[config.mk]
export PLATFORM = sky130hd
export DESIGN_NAME = pc_weight_enum
export DESIGN_NICKNAME = d
export VERILOG_FILES = /design/src/rtl/pc_pkg.sv /design/src/rtl/pc_comb_next.sv /design/src/rtl/pc_weight_enum.sv
export SDC_FILE = /design/constraint.sdc
export NUM_CORES = 1
export LEC_CHECK = 0
export CAP_MARGIN = 20
export CELL_PAD_IN_SITES_DETAIL_PLACEMENT = 1
export CELL_PAD_IN_SITES_GLOBAL_PLACEMENT = 2
export CORE_ASPECT_RATIO = 1.2
export CORE_MARGIN = 3
export CORE_UTILIZATION = 28
export DETAILED_ROUTE_END_ITERATION = 16
export GPL_TIMING_DRIVEN = 0
export HOLD_SLACK_MARGIN = 0.02
export PLACE_DENSITY_LB_ADDON = 0.08
export SYNTH_ARGS = -nofsm -noshare
export SYNTH_HDL_FRONTEND = slang
export SYNTH_SLANG_ARGS = --single-unit
[constraint.sdc]
create_clock -name clk -period 2 [get_ports clk]
set_clock_uncertainty 0.1 [all_clocks]
set_input_delay 0.4 -clock clk [delete_from_list [all_inputs] [get_ports clk]]
set_output_delay 0.4 -clock clk [all_outputs]
set_load 0.01 [all_outputs]
[src/rtl/pc_pkg.sv]
// Shared types and helpers for the weight-enumerator family.
// No logic of its own; constants and a first-pattern helper only.
// Not applicable (package).
package pc_pkg;

   localparam int DEF_N  = 7;
   localparam int DEF_CW = $clog2(DEF_N + 1);
   localparam int MAX_N  = 16;

   typedef enum logic [0:0] {
      IDLE = 1'b0,
      EMIT = 1'b1
   } state_t;

   // Smallest pattern of weight k: the low k bits set. Computed one bit wider
   // so k == MAX_N still yields all ones without overflowing the shift.
   function automatic logic [MAX_N-1:0] first_pattern(input logic [4:0] k);
      logic [MAX_N:0] t;
      t = ((MAX_N+1)'(1) << k) - (MAX_N+1)'(1);
      return t[MAX_N-1:0];
   endfunction

endpackage

[src/rtl/pc_comb_next.sv]
// Gosper step: next larger N-bit value with the same popcount, plus last flag.
// Purely combinational, zero latency.
// No handshake; caller decides when to advance.
module pc_comb_next
   import pc_pkg::*;
#(
   parameter int N  = DEF_N,
   parameter int CW = $clog2(N + 1)
) (
   input  logic [N-1:0]  x,
   input  logic [CW-1:0] k,
   output logic [N-1:0]  next,
   output logic          is_last   // next is the top-k pattern
);

   logic [N:0]    xw;
   logic [N:0]    c;
   logic [N:0]    r;
   logic [N:0]    spread;
   logic [CW-1:0] tz;
   logic [N-1:0]  last_mask;

   // Gosper step in N+1 bits; the divide by c is replaced by a shift of ctz(c)
   always_comb begin
      xw = {1'b0, x};
      c  = xw & (-xw);
      r  = xw + c;
      tz = '0;
      for (int i = N; i >= 0; i--) begin
         if (c[i]) tz = CW'(i);
      end
      spread = ((r ^ xw) >> 2) >> tz;
      next   = r[N-1:0] | spread[N-1:0];
   end

   // Final pattern of the enumeration has the top k bits set
   always_comb begin
      last_mask = '0;
      for (int i = 0; i < N; i++) begin
         last_mask[i] = ((i + int'(k)) >= N);
      end
      is_last = (next == last_mask);
   end

endmodule

[src/rtl/pc_weight_enum.sv]
// Streams every N-bit vector of popcount k in ascending order, one per beat.
// Beat 0 registered one cycle after command accept; then one beat per cycle.
// out_valid holds with stable data until out_ready; cmd_ready only in IDLE.
module pc_weight_enum
   import pc_pkg::*;
#(
   parameter int N  = DEF_N,
   parameter int CW = $clog2(N + 1),
   parameter int IW = 16
) (
   input  logic          clk,
   input  logic          rst,
   input  logic          cmd_valid,
   output logic          cmd_ready,
   input  logic [CW-1:0] cmd_k,
   output logic          out_valid,
   input  logic          out_ready,
   output logic [N-1:0]  out_data,
   output logic [IW-1:0] out_index,
   output logic          out_last,
   output logic          out_err
);

   localparam logic [CW-1:0] KMAX = CW'(N);

   state_t        state;
   state_t        state_nxt;
   logic [CW-1:0] k_q;
   logic [N-1:0]  nxt;
   logic          nxt_last;
   logic [N-1:0]  fp;
   logic          cmd_hs;
   logic          out_hs;

   assign cmd_ready = (state == IDLE);
   assign out_valid = (state == EMIT);
   assign cmd_hs    = cmd_valid && cmd_ready;
   assign out_hs    = out_valid && out_ready;
   assign fp        = N'(first_pattern(5'(cmd_k)));

   pc_comb_next #(.N(N), .CW(CW)) u_next (
      .x       (out_data),
      .k       (k_q),
      .next    (nxt),
      .is_last (nxt_last)
   );

   // State register
   always_ff @(posedge clk) begin
      if (rst) state <= IDLE;
      else     state <= state_nxt;
   end

   // Next state: accept a command in IDLE, leave EMIT on the last handshake
   always_comb begin
      state_nxt = state;
      case (state)
         IDLE:    if (cmd_hs) state_nxt = EMIT;
         EMIT:    if (out_hs && out_last) state_nxt = IDLE;
         default: state_nxt = IDLE;
      endcase
   end

   // Beat registers: load first pattern on accept, Gosper-advance on handshake
   always_ff @(posedge clk) begin
      if (rst) begin
         k_q       <= '0;
         out_data  <= '0;
         out_index <= '0;
         out_last  <= 1'b0;
         out_err   <= 1'b0;
      end else if (cmd_hs) begin
         k_q       <= cmd_k;
         out_data  <= (cmd_k > KMAX) ? '0 : fp;
         out_index <= '0;
         // k=0, k=N and illegal k all produce exactly one beat
         out_last  <= (cmd_k == '0) || (cmd_k >= KMAX);
         out_err   <= (cmd_k > KMAX);
      end else if (out_hs && !out_last) begin
         out_data  <= nxt;
         out_index <= out_index + IW'(1);
         out_last  <= nxt_last;
      end
   end

endmodule

==> reports/results.ini, run 1 <==
[floorplan]
die_x_um = 88.21
dieArea_mm2 = 0.009232
die_y_um = 104.7
initial_core_util_pct = 29.13
core_area_mm2 = 0.007795
pin_count = 34
num_rows = 35

[timing]
relSlewSlack_pct = 61.30
min_period_over_period_pct = 111.4
layout_setup_ws_ns = -0.2288
final_hold_viol_count = 0
fmax_ghz = 0.4487
final-setup-viol-count = 5
worstMarginPinSlew_ns = 0.5755
rsz0062_at_grt = yes
slew_violations = 0
tns_ns = -0.7155
post-route-min-period_ns = 2.229

[logic_synthesis]
syn_nets = 320
yosysSeqAreaShare_pct = 25.56
synth_area_leaders = dfxtp_1, ha_1, nor2_1
syn_area_mm2 = 0.002271
synth_top_area_share_pct = 25.56
yosysMostFrequentCell = nor2_1
ys_top_cells_by_count = nor2_1, dfxtp_1, nand2_1, a21oi_1, o21ai_0
synth.largest_area_cell = dfxtp_1
synthArstFlopShare_pct = 0
ys.flop_type = dfxtp_1
syn_inst = 303
synth-edff-count = 0
syn_area_per_cell_um2 = 7.495
yosys_warnings = 0
synth_cell_types = 55
synth-seq-cells = 29

[cts]
cts_tree = done
htreeDepth = 2
clock_latency_ns = 0.28
cts_root_buf = clkbuf_8
cts.sinks = 29
clockBufferDepth = 2
clkSlewWorstSetupHoldPaths_ns = 0.07
cts_buffers = 5

[drt]
drt-total-wl_um = 8386
drt_iter0_drc = 63
wl_per_cell_um = 18.07
vias_per_cell = 5.435
drcViolationCount = 0
drtAntennaViolNets = 0
firstDrtPassIters = 4
via_count = 2522

[outcome]
violations = negative setup slack
outcome = finished with violations

[place]
hpwl_um = 5760
gp_congestion = 0.7897
numPortBuffers = 31
pre_cts_ws_ns = -0.8605
place_area_mm2 = 0.002724

[global_routing]
grt_max_degree = 11
overflow = 0
grt_pass1_vias = 2584
gr-usage-all-layers_pct = 17.72
antenna_found_initial = 0
grt_pass1_wl_um = 13080

[power]
worst_ir_drop_vdd_mv = 0.2982
p_per_area_mw_per_mm2 = 595.4
p_leak_nw = 1.275

[critical_path]
end_kind = register
critPathLaunch = out_data[2]$_SDFFE_PP0P_
crit_type = reg2reg
crit_chain = buf_6 -> or4_4 -> a21oi_1 -> o2111ai_2 -> nand4_1 -> o2111ai_2 -> nand4b_1 -> o21ai_1
cp_slowest_cell = or4_4
r2r-start = out_data[2]$_SDFFE_PP0P_
path_max_fanout = 7
worstSetupStartpointType = register
reg2reg_slack_ns = -0.23
critical_path.most_common_cell = o2111ai_2
cp_data_required_time_ns = 2.11
arrival_ns = 2.34
slowest_delay_ns = 0.55

[finish]
drive_gt1_share_pct = 31.72
fin_nets = 388
fin_area_mm2 = 0.003391
n_antenna_cell = 0
areaGrowthSynthToFinish_pct = 49.31

[min_path]
min_from = out_err$_SDFFE_PP0P_
hold_path_class = reg2reg

[flow_run]
drv_cap = 0

==> registers in the layout (all words and copies together) (netlist names) <==
signal,count
out_index,16
out_data,7
k_q,3
out_err,1
out_last,1
out_valid,1
==> stage by stage <==
step | util (%) | power [mW] | hold slack (ns) | std cells
3_3_place_gp | 34.94 | 1.265 | 0.3197 | 426
4_1_cts | 40.22 | 1.925 | 0.3322 | 451
5_1_grt | 43.50 | 2.145 | 0.3703 | 464
3_5_place_dp | 34.94 | 1.266 | 0.3214 | 426
2_1_floorplan | - | 1.069 | 0.3528 | 303
6_report | 43.50 | 2.019 | 0.3278 | 464
==> final cells by class <==
| cell class | instances | area [um2] |
|---|---|---|
| Buffer | 16 | 140.1 |
| Clock buffer | 6 | 82.58 |
| Clock inverter | 2 | 13.76 |
| Fill cell | 934 | 4404 |
| Inverter | 13 | 51.30 |
| Multi-Input combinational cell | 243 | 1794 |
| Sequential cell | 29 | 608.1 |
| Tap cell | 92 | 115.1 |
| Timing Repair Buffer | 63 | 585.6 |
==> per-layer routing <==
layer / wire length [um] / track usage, % / vias to the layer above
met5: 0 / 0 / -
met4: 320 / 6.911 / 0
met3: 212 / 2.287 / 25
met2: 4407 / 30.86 / 53
met1: 3446 / 21.54 / 1220
li1: - / - / 1224
==> power breakdown <==
part	switching [mW]	internal, mW	total (mW)	leakage, nW
registers	0.0391	0.603	0.642	0.242
logic	0.452	0.409	0.861	0.981
clock network	0.238	0.278	0.516	0.0512
==> placed cells by master (no fill, tap or decap), types with 8 or more instances in the layout <==
| cell type | n |
|---|---|
| clkdlybuf4s50_1 | 29 |
| a21oi_1 | 21 |
| or3_1 | 10 |
| nand2_1 | 25 |
| ha_1 | 8 |
| dfxtp_1 | 17 |
| inv_1 | 11 |
| xor2_1 | 11 |
| nand3_1 | 10 |
| nor3_1 | 9 |
| o21ai_0 | 13 |
| buf_4 | 31 |
| nor2_1 | 28 |
| nand4_1 | 8 |
==> path summary, 6_finish.rpt <==
path / endpoint / depth (start not counted)
worst max-delay path: out_last$_SDFFE_PP0P_ / 8
worst min-delay path: out_err$_SDFFE_PP0P_ / 2
worst max register to register: out_last$_SDFFE_PP0P_ / 8
worst min register to register: out_err$_SDFFE_PP0P_ / 2
==> kinds of logic after synthesis <==
group | count (synthesis) | synth area share, %
multiplexers | 3 | 1.432
AO/OA/AOI/OAI | 77 | 23.20
XOR/XNOR | 17 | 6.556
buffers and inverters | 31 | 5.950
flip-flops | 29 | 25.56
AND/OR/NAND/NOR | 136 | 31.79
adder cells (fa/ha/maj) | 10 | 5.510
==> worst max-delay path, delay by kind of cell, from the launching register on <==
kind,cells,cell delay [ns]
buffers and inverters,1,0.13
flip-flops,1,0.33
AO/OA/AOI/OAI,4,0.67
AND/OR/NAND/NOR,3,0.93
==> repair_timing <==
| action | 4_1_cts | 5_1_grt |
|---|---|---|
| resized for setup | 58 | 32 |
| cloned | 0 | 1 |
| hold buffers | 0 | 0 |
| pin swaps | 29 | 23 |
| endpoints found under the setup margin | 25 | 16 |
| setup buffers | 19 | 12 |
(Power assumes the default switching activity.)
==> run 2, diff against run 1 <==
--- a/config.mk
+++ b/config.mk
@@ -8,7 +8,6 @@
 export CAP_MARGIN = 20
 export CELL_PAD_IN_SITES_DETAIL_PLACEMENT = 1
 export CELL_PAD_IN_SITES_GLOBAL_PLACEMENT = 2
-export CORE_ASPECT_RATIO = 1.2
 export CORE_MARGIN = 3
 export CORE_UTILIZATION = 28
 export DETAILED_ROUTE_END_ITERATION = 16
==> constraint.sdc (replaced) <==
create_clock -name clk -period 1.8 [get_ports clk]
set_clock_uncertainty 0.1 [all_clocks]
set_input_delay 0.36 -clock clk [delete_from_list [all_inputs] [get_ports clk]]
set_output_delay 0.36 -clock clk [all_outputs]
set_load 0.01 [all_outputs]
==> reports/results.ini, run 2 (synthesis gave the netlist of run 1 again) <==
[outcome]
outcome = finished with violations  ; unchanged
violations = negative setup slack  ; unchanged

[finish]
fin_nets = 381  ; was 388
reg_top3 = out_index (16), out_data (7), k_q (3)  ; unchanged
layout_common_cells = clkdlybuf4s50_1, nor2_1, nand2_1, buf_4, a21oi_1  ; was buf_4, clkdlybuf4s50_1, nor2_1, nand2_1, a21oi_1
areaGrowthSynthToFinish_pct = 48.15  ; was 49.31%
fin_area_mm2 = 0.003364  ; was 0.003391 mm2
stdcell_count = 467  ; was 464
n_antenna_cell = 0  ; unchanged
regMostFlops = out_index  ; unchanged
largest_reg_flops = 16  ; unchanged
final_common_cell = clkdlybuf4s50_1  ; was buf_4
fillers = 954  ; was 934
drive_gt1_share_pct = 28.22  ; was 31.72%

[timing]
tns_ns = -2.623  ; was -0.7155 ns
fmax_ghz = 0.4592  ; was 0.4487 GHz
rsz0062_at_grt = yes  ; unchanged
slew_violations = 0  ; unchanged
post-route-min-period_ns = 2.178  ; was 2.229 ns
final-setup-viol-count = 17  ; was 5
final_hold_viol_count = 0  ; unchanged
worstMarginPinSlew_ns = 0.5680  ; was 0.5755 ns
min_period_over_period_pct = 121.0  ; was 111.4%
layout_setup_ws_ns = -0.3778  ; was -0.2288 ns
relSlewSlack_pct = 61.99  ; was 61.30%

[cts]
cts_root_buf = clkbuf_8  ; unchanged
cts_tree = done  ; unchanged
holdBufCountCts = 0  ; unchanged
cts_buffers = 5  ; unchanged
clockBufferDepth = 2  ; unchanged
clock_latency_ns = 0.28  ; about the same
cts.sinks = 29  ; unchanged
clkSlewWorstSetupHoldPaths_ns = 0.06  ; was 0.07 ns
htreeDepth = 2  ; unchanged

[global_routing]
grt_pass1_vias = 2372  ; was 2,584
grt_pass1_wl_um = 12490  ; was 13,080 um
overflow = 0  ; unchanged
gr-usage-all-layers_pct = 17.60  ; was 17.72%
grtUsageMet1_pct = 25.32  ; was 21.54%
grt_use_met2_pct = 27.20  ; was 30.86%
top_usage_layer = met2  ; unchanged
grt_max_degree = 11  ; unchanged
met3_usage_pct = 3.675  ; was 2.287%
antenna_found_initial = 0  ; unchanged

[place]
numPortBuffers = 31  ; unchanged
pre_cts_ws_ns = -1.018  ; was -0.8605 ns
dpl.cell_count = 436  ; was 426
gp_congestion = 0.8352  ; was 0.7897
place_area_mm2 = 0.002795  ; was 0.002724 mm2
hpwl_um = 5709  ; was 5760 um

[critical_path]
crit_type = reg2reg  ; unchanged
cp_data_required_time_ns = 1.92  ; was 2.11 ns
worstSetupStartpointType = register  ; unchanged
arrival_ns = 2.30  ; was 2.34 ns
path_max_fanout = 8  ; was 7
end_kind = register  ; unchanged

[drt]
drtAntennaViolNets = 0  ; unchanged
drt-total-wl_um = 8016  ; was 8386 um
vias_per_cell = 5.203  ; was 5.435
drcViolationCount = 0  ; unchanged
firstDrtPassIters = 4  ; unchanged
wl_per_cell_um = 17.16  ; was 18.07 um
drt_iter0_drc = 68  ; was 63
via_count = 2430  ; was 2,522

[floorplan]
die_y_um = 96.06  ; was 104.7 um
dieArea_mm2 = 0.009228  ; was 0.009232 mm2
core_area_mm2 = 0.007807  ; was 0.007795 mm2
num_rows = 32  ; was 35
initial_core_util_pct = 29.09  ; was 29.13%
pin_count = 34  ; unchanged
die_x_um = 96.06  ; was 88.21 um

[power]
worst_ir_drop_vdd_mv = 0.3697  ; was 0.2982 mV
p_leak_nw = 1.248  ; was 1.275 nW
p_per_area_mw_per_mm2 = 694.6  ; was 595.4 mW/mm2

[min_path]
hold_path_class = reg2reg  ; unchanged

[flow_run]
drv_cap = 0  ; unchanged

## run 2: critical path, stage by stage (launching register included)
cell and delay (ns):
dfxtp_2 0.33, buf_8 0.14, or4_4 0.58, nor2_4 0.13, o211ai_2 0.11, a21o_1 0.19, a2111oi_2 0.29, nand4b_1 0.13
o21ai_1 0.12
## run 2: layout make-up
cell class / instances / area, um2 / area share [%]
multi-input combinational: 243 / 1782 / 52.96
sequential: 29 / 608.1 / 18.07
inverter: 13 / 51.30 / 1.525
tap: 102 / 127.6 / 3.793
clock inverter: 1 / 30.03 / 0.8925
timing repair buffer: 55 / 508.0 / 15.10
clock buffer: 7 / 86.33 / 2.566
buffer: 17 / 171.4 / 5.095
## run 2: timing repair
| action | 4_1_cts | 5_1_grt |
|---|---|---|
| setup endpoints to repair | 26 | 25 |
| gates resized for setup | 58 | 21 |
| buffers inserted | 18 | 7 |
| hold endpoints to repair | 0 | 0 |
| pin swaps | 19 | 13 |
## run 2: stage by stage
step                      hold WS (ns)  total power [mW]  utilization, %
after global routing            0.3659             2.471           43.09
after floorplan                 0.3528             1.212               -
after global placement          0.3171             1.435           35.80
after CTS                       0.3285             2.306           41.57
final                           0.3251             2.337           43.09
after detailed placement        0.3186             1.435           35.80
## run 2: worst paths after layout
path	startpoint	to	slack (ns)	cells past startpoint
worst max register to register	out_data[3]$_SDFFE_PP0P_	out_last$_SDFFE_PP0P_	-0.38	8
worst min-delay path	out_err$_SDFFE_PP0P_	out_err$_SDFFE_PP0P_	0.33	2
worst min register to register	out_err$_SDFFE_PP0P_	out_err$_SDFFE_PP0P_	0.33	2
worst max-delay path	out_data[3]$_SDFFE_PP0P_	out_last$_SDFFE_PP0P_	-0.38	8
## run 2: metal layers
metal	vias to the layer above	wire, um
li1	1212	-
met1	1170	4181
met2	41	3495
met3	7	287
met4	0	52
met5	-	0
## run 2: power by group
group          internal [mW]  switching (mW)  total [mW]
clock                  0.451           0.259       0.710
combinational          0.430           0.482       0.912
sequential             0.671          0.0451       0.716
